`config.mk`:
```
export PLATFORM = sky130hd
export DESIGN_NAME = lru_controller
export DESIGN_NICKNAME = d
export VERILOG_FILES = /design/src/rtl/ctrl_types_pkg.sv /design/src/rtl/lru_controller.sv
export SDC_FILE = /design/constraint.sdc
export NUM_CORES = 1
export LEC_CHECK = 0
export ABC_AREA = 1
export ABC_CLOCK_PERIOD_IN_PS = 3300
export CELL_PAD_IN_SITES_DETAIL_PLACEMENT = 0
export CELL_PAD_IN_SITES_GLOBAL_PLACEMENT = 1
export CORE_MARGIN = 2
export CORE_UTILIZATION = 39
export DETAILED_ROUTE_END_ITERATION = 10
export GPL_TIMING_DRIVEN = 0
export PLACE_DENSITY_LB_ADDON = 0.08
export SLEW_MARGIN = 20
export SYNTH_ARGS = -nofsm -noshare
export SYNTH_HDL_FRONTEND = slang
export SYNTH_SLANG_ARGS = --single-unit
```
`constraint.sdc`:
```
create_clock -name clk -period 3.3 [get_ports clk]
set_input_delay 0.66 -clock clk [delete_from_list [all_inputs] [get_ports clk]]
set_output_delay 0.66 -clock clk [all_outputs]
set_load 0.05 [all_outputs]
```
`src/rtl/ctrl_types_pkg.sv`:
```
// rtl/ctrl_types_pkg.sv - shared request operation encoding for the cache controllers
package ctrl_types_pkg;

  typedef enum logic [1:0] {
    OP_NOOP   = 2'd0,
    OP_READ   = 2'd1,
    OP_UPSERT = 2'd2,
    OP_DELETE = 2'd3
  } operation_e;

endpackage

```
`src/rtl/lru_controller.sv`:
```
// rtl/lru_controller.sv - cache operation controller with LRU age ranking and optional eviction
module lru_controller
  import ctrl_types_pkg::*;
#(
  parameter int NUM_ENTRIES = 16,
  parameter int EVICT_EN    = 1
) (
  input  logic                   clk,
  input  logic                   rst_n,
  input  logic                   req_valid_in,
  output logic                   req_ready_out,
  input  operation_e             operation_in,
  input  logic [NUM_ENTRIES-1:0] used,
  input  logic                   hit,
  input  logic [NUM_ENTRIES-1:0] idx_in,
  output logic [NUM_ENTRIES-1:0] idx_out,
  output logic                   select_out,
  output logic                   write_out,
  output logic                   delete_out,
  output logic                   resp_valid_out,
  input  logic                   resp_ready_in,
  output logic [1:0]             resp_status_out,
  output logic [NUM_ENTRIES-1:0] resp_idx_out
);

  localparam int AGE_W = $clog2(NUM_ENTRIES);

  localparam logic [1:0] ST_OK      = 2'b00;
  localparam logic [1:0] ST_MISS    = 2'b01;
  localparam logic [1:0] ST_FULL    = 2'b10;
  localparam logic [1:0] ST_EVICTED = 2'b11;

  typedef enum logic [1:0] {
    S_IDLE   = 2'd0,
    S_LOOKUP = 2'd1,
    S_EXEC   = 2'd2,
    S_RESP   = 2'd3
  } state_e;

  state_e                 state;
  operation_e             op_q;
  logic [AGE_W-1:0]       age_q [NUM_ENTRIES];
  logic [1:0]             exec_status;
  logic                   touch_q;
  logic                   retire_q;

  logic                   hit_now;
  logic [NUM_ENTRIES-1:0] free_now;
  logic [NUM_ENTRIES-1:0] victim;
  logic [AGE_W-1:0]       target_age;
  logic                   dec_sel;
  logic                   dec_wr;
  logic                   dec_del;
  logic                   dec_touch;
  logic                   dec_retire;
  logic [NUM_ENTRIES-1:0] dec_idx;
  logic [1:0]             dec_status;

  // Victim is the entry ranked oldest; target_age is the rank of the entry being executed on.
  always_comb begin
    victim     = '0;
    target_age = '0;
    for (int i = 0; i < NUM_ENTRIES; i++) begin
      if (age_q[i] == AGE_W'(NUM_ENTRIES - 1)) victim[i] = 1'b1;
      if (idx_out[i]) target_age = target_age | age_q[i];
    end
  end

  // Decisions are taken from the live memory response at the end of LOOKUP, so the
  // EXEC-cycle strobes can be driven straight from registers.
  always_comb begin
    hit_now    = hit && (idx_in != '0);
    free_now   = ~used & (used + NUM_ENTRIES'(1));
    dec_sel    = 1'b0;
    dec_wr     = 1'b0;
    dec_del    = 1'b0;
    dec_touch  = 1'b0;
    dec_retire = 1'b0;
    dec_idx    = '0;
    dec_status = ST_MISS;
    case (op_q)
      OP_READ: begin
        if (hit_now) begin
          dec_sel    = 1'b1;
          dec_idx    = idx_in;
          dec_touch  = 1'b1;
          dec_status = ST_OK;
        end
      end
      OP_UPSERT: begin
        if (hit_now) begin
          dec_wr     = 1'b1;
          dec_idx    = idx_in;
          dec_touch  = 1'b1;
          dec_status = ST_OK;
        end else if (free_now != '0) begin
          dec_wr     = 1'b1;
          dec_idx    = free_now;
          dec_touch  = 1'b1;
          dec_status = ST_OK;
        end else if (EVICT_EN != 0) begin
          dec_wr     = 1'b1;
          dec_idx    = victim;
          dec_touch  = 1'b1;
          dec_status = ST_EVICTED;
        end else begin
          dec_status = ST_FULL;
        end
      end
      OP_DELETE: begin
        if (hit_now) begin
          dec_del    = 1'b1;
          dec_idx    = idx_in;
          dec_retire = 1'b1;
          dec_status = ST_OK;
        end
      end
      default: dec_status = ST_MISS;
    endcase
  end

  always_ff @(posedge clk or negedge rst_n) begin
    if (!rst_n) begin
      state           <= S_IDLE;
      op_q            <= OP_NOOP;
      req_ready_out   <= 1'b1;
      select_out      <= 1'b0;
      write_out       <= 1'b0;
      delete_out      <= 1'b0;
      idx_out         <= '0;
      resp_valid_out  <= 1'b0;
      resp_status_out <= ST_OK;
      resp_idx_out    <= '0;
      exec_status     <= ST_OK;
      touch_q         <= 1'b0;
      retire_q        <= 1'b0;
      for (int i = 0; i < NUM_ENTRIES; i++) age_q[i] <= AGE_W'(i);
    end else begin
      case (state)
        S_IDLE: begin
          if (req_valid_in && operation_in != OP_NOOP) begin
            op_q          <= operation_in;
            req_ready_out <= 1'b0;
            select_out    <= 1'b1;
            state         <= S_LOOKUP;
          end
        end
        S_LOOKUP: begin
          select_out  <= dec_sel;
          write_out   <= dec_wr;
          delete_out  <= dec_del;
          idx_out     <= dec_idx;
          exec_status <= dec_status;
          touch_q     <= dec_touch;
          retire_q    <= dec_retire;
          state       <= S_EXEC;
        end
        S_EXEC: begin
          for (int i = 0; i < NUM_ENTRIES; i++) begin
            if (touch_q) begin
              if (idx_out[i]) age_q[i] <= '0;
              else if (age_q[i] < target_age) age_q[i] <= age_q[i] + AGE_W'(1);
            end else if (retire_q) begin
              if (idx_out[i]) age_q[i] <= AGE_W'(NUM_ENTRIES - 1);
              else if (age_q[i] > target_age) age_q[i] <= age_q[i] - AGE_W'(1);
            end
          end
          select_out      <= 1'b0;
          write_out       <= 1'b0;
          delete_out      <= 1'b0;
          idx_out         <= '0;
          touch_q         <= 1'b0;
          retire_q        <= 1'b0;
          resp_valid_out  <= 1'b1;
          resp_status_out <= exec_status;
          resp_idx_out    <= idx_out;
          state           <= S_RESP;
        end
        S_RESP: begin
          if (resp_ready_in) begin
            resp_valid_out  <= 1'b0;
            resp_status_out <= ST_OK;
            resp_idx_out    <= '0;
            req_ready_out   <= 1'b1;
            state           <= S_IDLE;
          end
        end
        default: state <= S_IDLE;
      endcase
    end
  end

endmodule

```
==> flow_summary.yaml, run 1 <==
outcome:
  status: "complete, no violations"
timing:
  post-route-period-util_pct: 91.4
  fin_tns_setup_ns: 0
  fmax_ghz: 0.332
  whs_ns: 0.191
  rsz0062_at_grt: "false"
  drv_slew: 0
  setup_viol: 0
  maxSlewHeadroom_pct: 38.2
  min_period_ns: 3.02
  timing.final.ws_setup_ns: 0.285
  finalClockSkew_ns: 0.0134
  tightest_slew_ns: 0.927
  final_hold_viol_count: 0
synthesis:
  synth.largest_area_cell: "dfrtp_1"
  synth_edf_count: 0
  yosys_warnings: 0
  synth_common_cells: "264 x nand2_1, 202 x inv_1, 141 x o21ai_0"
  synthMostInstantiatedCell: "nand2_1"
  yosys.area.top_type_share_pct: 20.2
  synth_nets: 1485
  syn-instance-count: 1341
  synth_area_um2: 9520
  avgSynthCellArea_um2: 7.10
  synth_area_leaders: "dfrtp_1 20%, ha_1 14%, nand2_1 10%, dfstp_2 9.1%, inv_1 8.0%"
  seq_area_frac_synth_pct: 29.4
  ys_types: 44
  ys_async_sr_fraction_pct: 100
  synth_flop_cell: "dfrtp_1"
  ys_ff_latch: 110
worst_setup_path:
  end_kind: "flip-flop"
  critPathMaxFanout: 8
  cp_slowest_stage_delay_ns: 0.40
  cp.required_ns: 3.60
  ff2ff_path_depth: 17
  cp_num_buf_inv: 5
  critPathSlowestCell: "dfrtp_1"
  startpoint_type: "flip-flop"
  path_cells: "clkbuf_1 -> inv_2 -> o22ai_1 -> a21oi_1 -> nand2_1 -> nor4_4 -> buf_6 -> ha_1 -> nand2_1 -> inv_1 -> o21ai_0 -> nand2_1 -> o211ai_1 -> nand2_1 -> inv_1 -> nor2_1 -> a31oi_1"
  crit_family: "buffers and inverters"
  arrival_ns: 3.31
  crit_path_frequent_cell: "nand2_1"
  regToRegSetupSlack_ns: 0.28
  rr_startpoint: "idx_out[15]"
  r2r-end: "age_q[31]"
  critical_path_class: "reg2reg"
global_routing:
  track_usage_pct: 24.5
  grt_remaining_overflow: 0
  grt_pass1_vias: 8739
  grt_max_degree: 71
  grt_pass1_wl_mm: 48.8
  antenna_found_initial: 0
clock_network:
  htree_num_levels: 3
  clk_latency_ns: 0.38
  root_buffer: "clkbuf_16"
  ctsHoldBuffers: 0
  cts_sinks: 110
  clockBufferDepth: 2
  cts.clk_slew.worst_paths_ns: 0.08
  cts_inserted_buffers: 9
  cts_tree: "yes"
routing:
  drt-wirelength-per-cell_um: 17.6
  route.detailed.drc: 0
  vias_per_cell: 5.20
  dr.pass1.iters: 5
  wl_mm: 31.2
  first_iter_violations: 579
  vias: 9201
  ant_nets: 0
cells_and_area:
  drive_above_1_share_pct: 8.64
  antenna_cells: 0
  finish.utilization_pct: 46.9
  nets: 1586
  area_growth_pct: 18.8
die:
  die_w_um: 160
  initial_core_util_pct: 39.5
  core_um2: 24100
  num_rows: 57
  die_area_um2: 25700
  chipHeight_um: 160
  io-pin-count: 78
power:
  ir_drop_mv: 0.536
  power.total_mw: 12.7
  cellPowerDensity_nw_per_um2: 1120
  p_leak_nw: 5.48
min_path:
  min_path_type: "in2async"
placement:
  finalWeightedCongestion: 0.868
  hpwl_mm: 23.4
  place_ws_ns: -0.908
  io_buffers: 77
run:
  drv_cap: 0
==> how the worst max path moves through the flow <==
| stage | from | to | cells past startpoint |
|---|---|---|---|
| 6_report | idx_out[15] | age_q[31] | 17 |
| 5_1_grt | idx_out[2] | age_q[54] | 14 |
| 3_3_place_gp | rst_n | resp_idx_out[4] | 1 |
| 4_1_cts | idx_out[8] | age_q[10] | 16 |
| 2_1_floorplan | idx_out[15] | age_q[10] | 16 |
| 3_5_place_dp | idx_out[7] | age_q[55] | 14 |
==> what timing repair did <==
item                                    in CTS  in global routing
endpoints found under the setup margin      64                 60
gates resized for setup                      6                 26
setup buffers                               10                  4
pin swaps                                    4                  3
hold endpoints to repair                     0                  0
==> power breakdown <==
group | internal (mW) | switching [mW] | total, mW
clock | 0.610 | 0.605 | 1.22
sequential | 2.06 | 0.775 | 2.83
combinational | 3.34 | 5.27 | 8.61
total | 6.01 | 6.65 | 12.7
==> layout make-up <==
class,instances,area (µm²)
multi-input cells,983,5870
clock buffers,9,225
repair buffers,93,970
fillers,2562,12800
well taps,324,405
inverters,206,786
clock inverters,7,86.3
flip-flops and latches,110,2800
plain buffers,39,161
==> layout by cell type, fill, tap and decap left out, drive strengths merged, types with 3 or more instances in the layout <==
cell type	count
a211oi	4
a21oi	71
a221oi	10
a22oi	9
a31oi	7
buf	25
clkbuf	40
clkdlybuf4s50	76
clkinvlp	3
dfrtp	77
dfstp	33
ha	105
inv	208
nand2	266
nand3	88
nand3b	3
nand4	31
nor2	109
nor3	10
nor4	4
o211ai	9
o21a	3
o21ai	143
o22ai	32
o31ai	6
or2	7
xnor2	3
xor2	53
==> metal layers <==
metal	up-vias	part of all wire, %	GRT usage [%]	wire [µm]
li1	4682	-	-	-
met1	4299	47	33.8	14700
met2	192	46	40.3	14500
met3	28	5.0	4.52	1550
met4	0	1.4	5.04	433
met5	-	0	0	0
==> stage by stage <==
step | cells | instance area [µm²]
6_report | 1771 | 11300
4_1_cts | 1770 | 11200
3_5_place_dp | 1744 | 10800
2_1_floorplan | 1341 | 9530
3_3_place_gp | 1742 | 10700
5_1_grt | 1771 | 11300
==> registers in the layout (all words and copies together) (netlist names), 2 cells and up <==
name             count
age_q               64
idx_out             16
resp_idx_out        16
exec_status          2
op_q                 2
resp_status_out      2
state                2
==> cell families (layout without fill, tap and decap cells) <==
family	count (synthesis)	after routing	synth area share (%)
adders and majority gates	105	105	13.8
xor gates and xnor gates	56	56	5.15
AOI/OAI and AO/OA	303	303	18.0
DFF	110	110	29.4
and+or+nand+nor	519	519	23.7
buffers and inverters	248	354	9.94
No activity file was read; power rests on OpenSTA's default activity.
==> run 2: changes to the inputs <==
--- a/config.mk
+++ b/config.mk
@@ -9,12 +9,10 @@
 export ABC_CLOCK_PERIOD_IN_PS = 3300
 export CELL_PAD_IN_SITES_DETAIL_PLACEMENT = 0
 export CELL_PAD_IN_SITES_GLOBAL_PLACEMENT = 1
-export CORE_MARGIN = 2
 export CORE_UTILIZATION = 39
 export DETAILED_ROUTE_END_ITERATION = 10
 export GPL_TIMING_DRIVEN = 0
 export PLACE_DENSITY_LB_ADDON = 0.08
-export SLEW_MARGIN = 20
 export SYNTH_ARGS = -nofsm -noshare
 export SYNTH_HDL_FRONTEND = slang
 export SYNTH_SLANG_ARGS = --single-unit
==> run 2 against run 1 <==
Clock skew fell by 0.0043 ns; critical path depth fell by 2; die area fell by 2.5%; largest cell class unchanged; routed wire length fell by 0.45%; worst setup slack got worse by 0.046 ns; non-clock buffer count rose by 2; sequential power barely moved; largest power group unchanged; global-route usage rose by 1.2 points; clock power barely moved.
==> flow_summary.yaml, run 2 (synthesis results as in run 1) <==
power:
  seq_power_share_pct: 22.6
  power.total_mw: 12.7
  cellPowerDensity_nw_per_um2: 1120
  p_sw_share_pct: 52.7
  clock_power_share_pct: 9.6
  internal_power_mw: 5.99
  ir_drop_mv: 0.522
  p_leak_nw: 5.49
  pwr-share-comb_pct: 67.8
  p_sw_mw: 6.66
routing:
  drt-wirelength-per-cell_um: 17.5
  dr.pass1.iters: 5
  first_iter_violations: 541
  wl_mm: 31.0
  route.detailed.drc: 0
  vias_per_cell: 5.19
  vias: 9183
  ant_nets: 0
timing:
  maxSlewHeadroom_pct: 33.7
  whs_ns: 0.217
  tightest_slew_ns: 0.994
  min_period_ns: 3.06
  finalClockSkew_ns: 0.00909
  fmax_ghz: 0.327
  drv_slew: 0
  post-route-period-util_pct: 92.8
  final_hold_viol_count: 0
  setup_viol: 0
outcome:
  status: "complete, no violations"
placement:
  finalWeightedCongestion: 0.847
  io_buffers: 77
  hpwl_mm: 23.5
die:
  core_um2: 23700
  io-pin-count: 78
  initial_core_util_pct: 40.2
  chipHeight_um: 158
  num_rows: 56
  die_area_um2: 25000
  die_w_um: 158
min_path:
  min_path_type: "in2async"
cells_and_area:
  final_cell_mix: "263 x nand2_1, 190 x inv_1, 140 x o21ai_0, 105 x ha_1, 99 x nor2_1"
  final_common_cell: "nand2_1"
  area_growth_pct: 18.7
  top_regs: "age_q: 64 flops, idx_out: 16 flops, resp_idx_out: 16 flops"
  largest_reg_flops: 64
  largest-register: "age_q"
  nets: 1588
  drive_above_1_share_pct: 8.83
  antenna_cells: 0
clock_network:
  clk_latency_ns: 0.37
  cts_tree: "yes"
  clockBufferDepth: 2
  cts_sinks: 110
  cts_inserted_buffers: 9
  htree_num_levels: 3
  root_buffer: "clkbuf_16"
  cts.clk_slew.worst_paths_ns: 0.08
run:
  drv_cap: 0
worst_setup_path:
  end_kind: "flip-flop"
  critical_path_class: "reg2reg"
  cp.required_ns: 3.55
  arrival_ns: 3.31
  startpoint_type: "flip-flop"
  critPathMaxFanout: 8
global_routing:
  grt_pass1_wl_mm: 48.2
  antenna_found_initial: 0
  grt_pass1_vias: 8446
  grt_max_degree: 66
  grt_remaining_overflow: 0
  track_usage_pct: 25.7
==> run 2: cell types whose count changed in the layout (fill, tap and decap cells not counted), moves of 2 or more <==
cell	previous run	this run
inv_2	9	12
buf_8	0	2
dfrtp_1	72	74
inv_1	192	190
dfrtp_2	5	3
buf_4	9	12
==> run 2: per-stage QoR <==
stage,utilization [%],cells,setup WS [ns],TNS (ns),instance area [µm²]
2_1_floorplan,-,1341,0.0186,0,9530
3_3_place_gp,45.2,1737,-3.22,-394.86,10700
3_5_place_dp,45.5,1740,-0.857,-47.31,10800
4_1_cts,47.4,1767,0.0437,0,11200
5_1_grt,47.7,1768,-0.00405,-0.00405,11300
6_report,47.7,1768,0.239,0,11300
==> run 2: area by class of cell <==
type                    instances  area (µm²)
repair buffers                 96         991
clock inverters                 7        85.1
well taps                     319         399
clock buffers                   9         225
plain buffers                  38         158
multi-input cells             983        5860
inverters                     206         783
fillers                      2477       12400
flip-flops and latches        110        2800
==> run 2: worst max-delay path: stages, from the launching register on <==
cell and delay [ns]:
dfrtp_1 0.56, clkinvlp_4 0.25, o22ai_1 0.29, a211oi_2 0.09, o2111ai_1 0.16, nor2_4 0.10
buf_12 0.16, buf_4 0.13, ha_1 0.28, a21oi_1 0.06, o21ai_0 0.19, o21ai_0 0.13
a22oi_1 0.15, nand2_1 0.20, nand2_1 0.11, o21ai_0 0.08
==> run 2: power by group through the flow <==
stage / clock network [mW] / registers, mW / logic [mW]
after floorplan: 0 / 3.10 / 5.34
after global placement: 0 / 2.81 / 7.84
after detailed placement: 0 / 2.81 / 8.09
after CTS: 1.24 / 2.80 / 8.51
after global routing: 1.29 / 2.95 / 9.78
final: 1.22 / 2.85 / 8.58
==> run 2: timing repair <==
item / CTS / global route
pin swaps: 4 / 2
resized for setup: 10 / 20
setup endpoints to repair: 64 / 59
hold buffers: 0 / 0
buffers inserted: 11 / 5
==> run 2: per-layer routing <==
| layer | share of wire, % | vias up | global-route usage [%] |
|---|---|---|---|
| met5 | 0 | - | 0 |
| met4 | 1.3 | 0 | 6.59 |
| met3 | 3.8 | 28 | 2.96 |
| met2 | 45 | 172 | 40.0 |
| met1 | 50 | 4297 | 37.4 |
| li1 | - | 4686 | - |
==> run 2: path summary, 6_finish.rpt <==
path                            slack, ns  cells after the start             to          start
max in group asynchronous            2.31                      2      age_q[37]          rst_n
worst min-delay path                 0.22                      1    idx_out[13]          rst_n
worst min register to register       0.49                      2  req_ready_out  req_ready_out
worst max-delay path                 0.24                     15       age_q[4]     idx_out[9]
worst max register to register       0.24                     15       age_q[4]     idx_out[9]
min in group clk                     0.49                      2  req_ready_out  req_ready_out
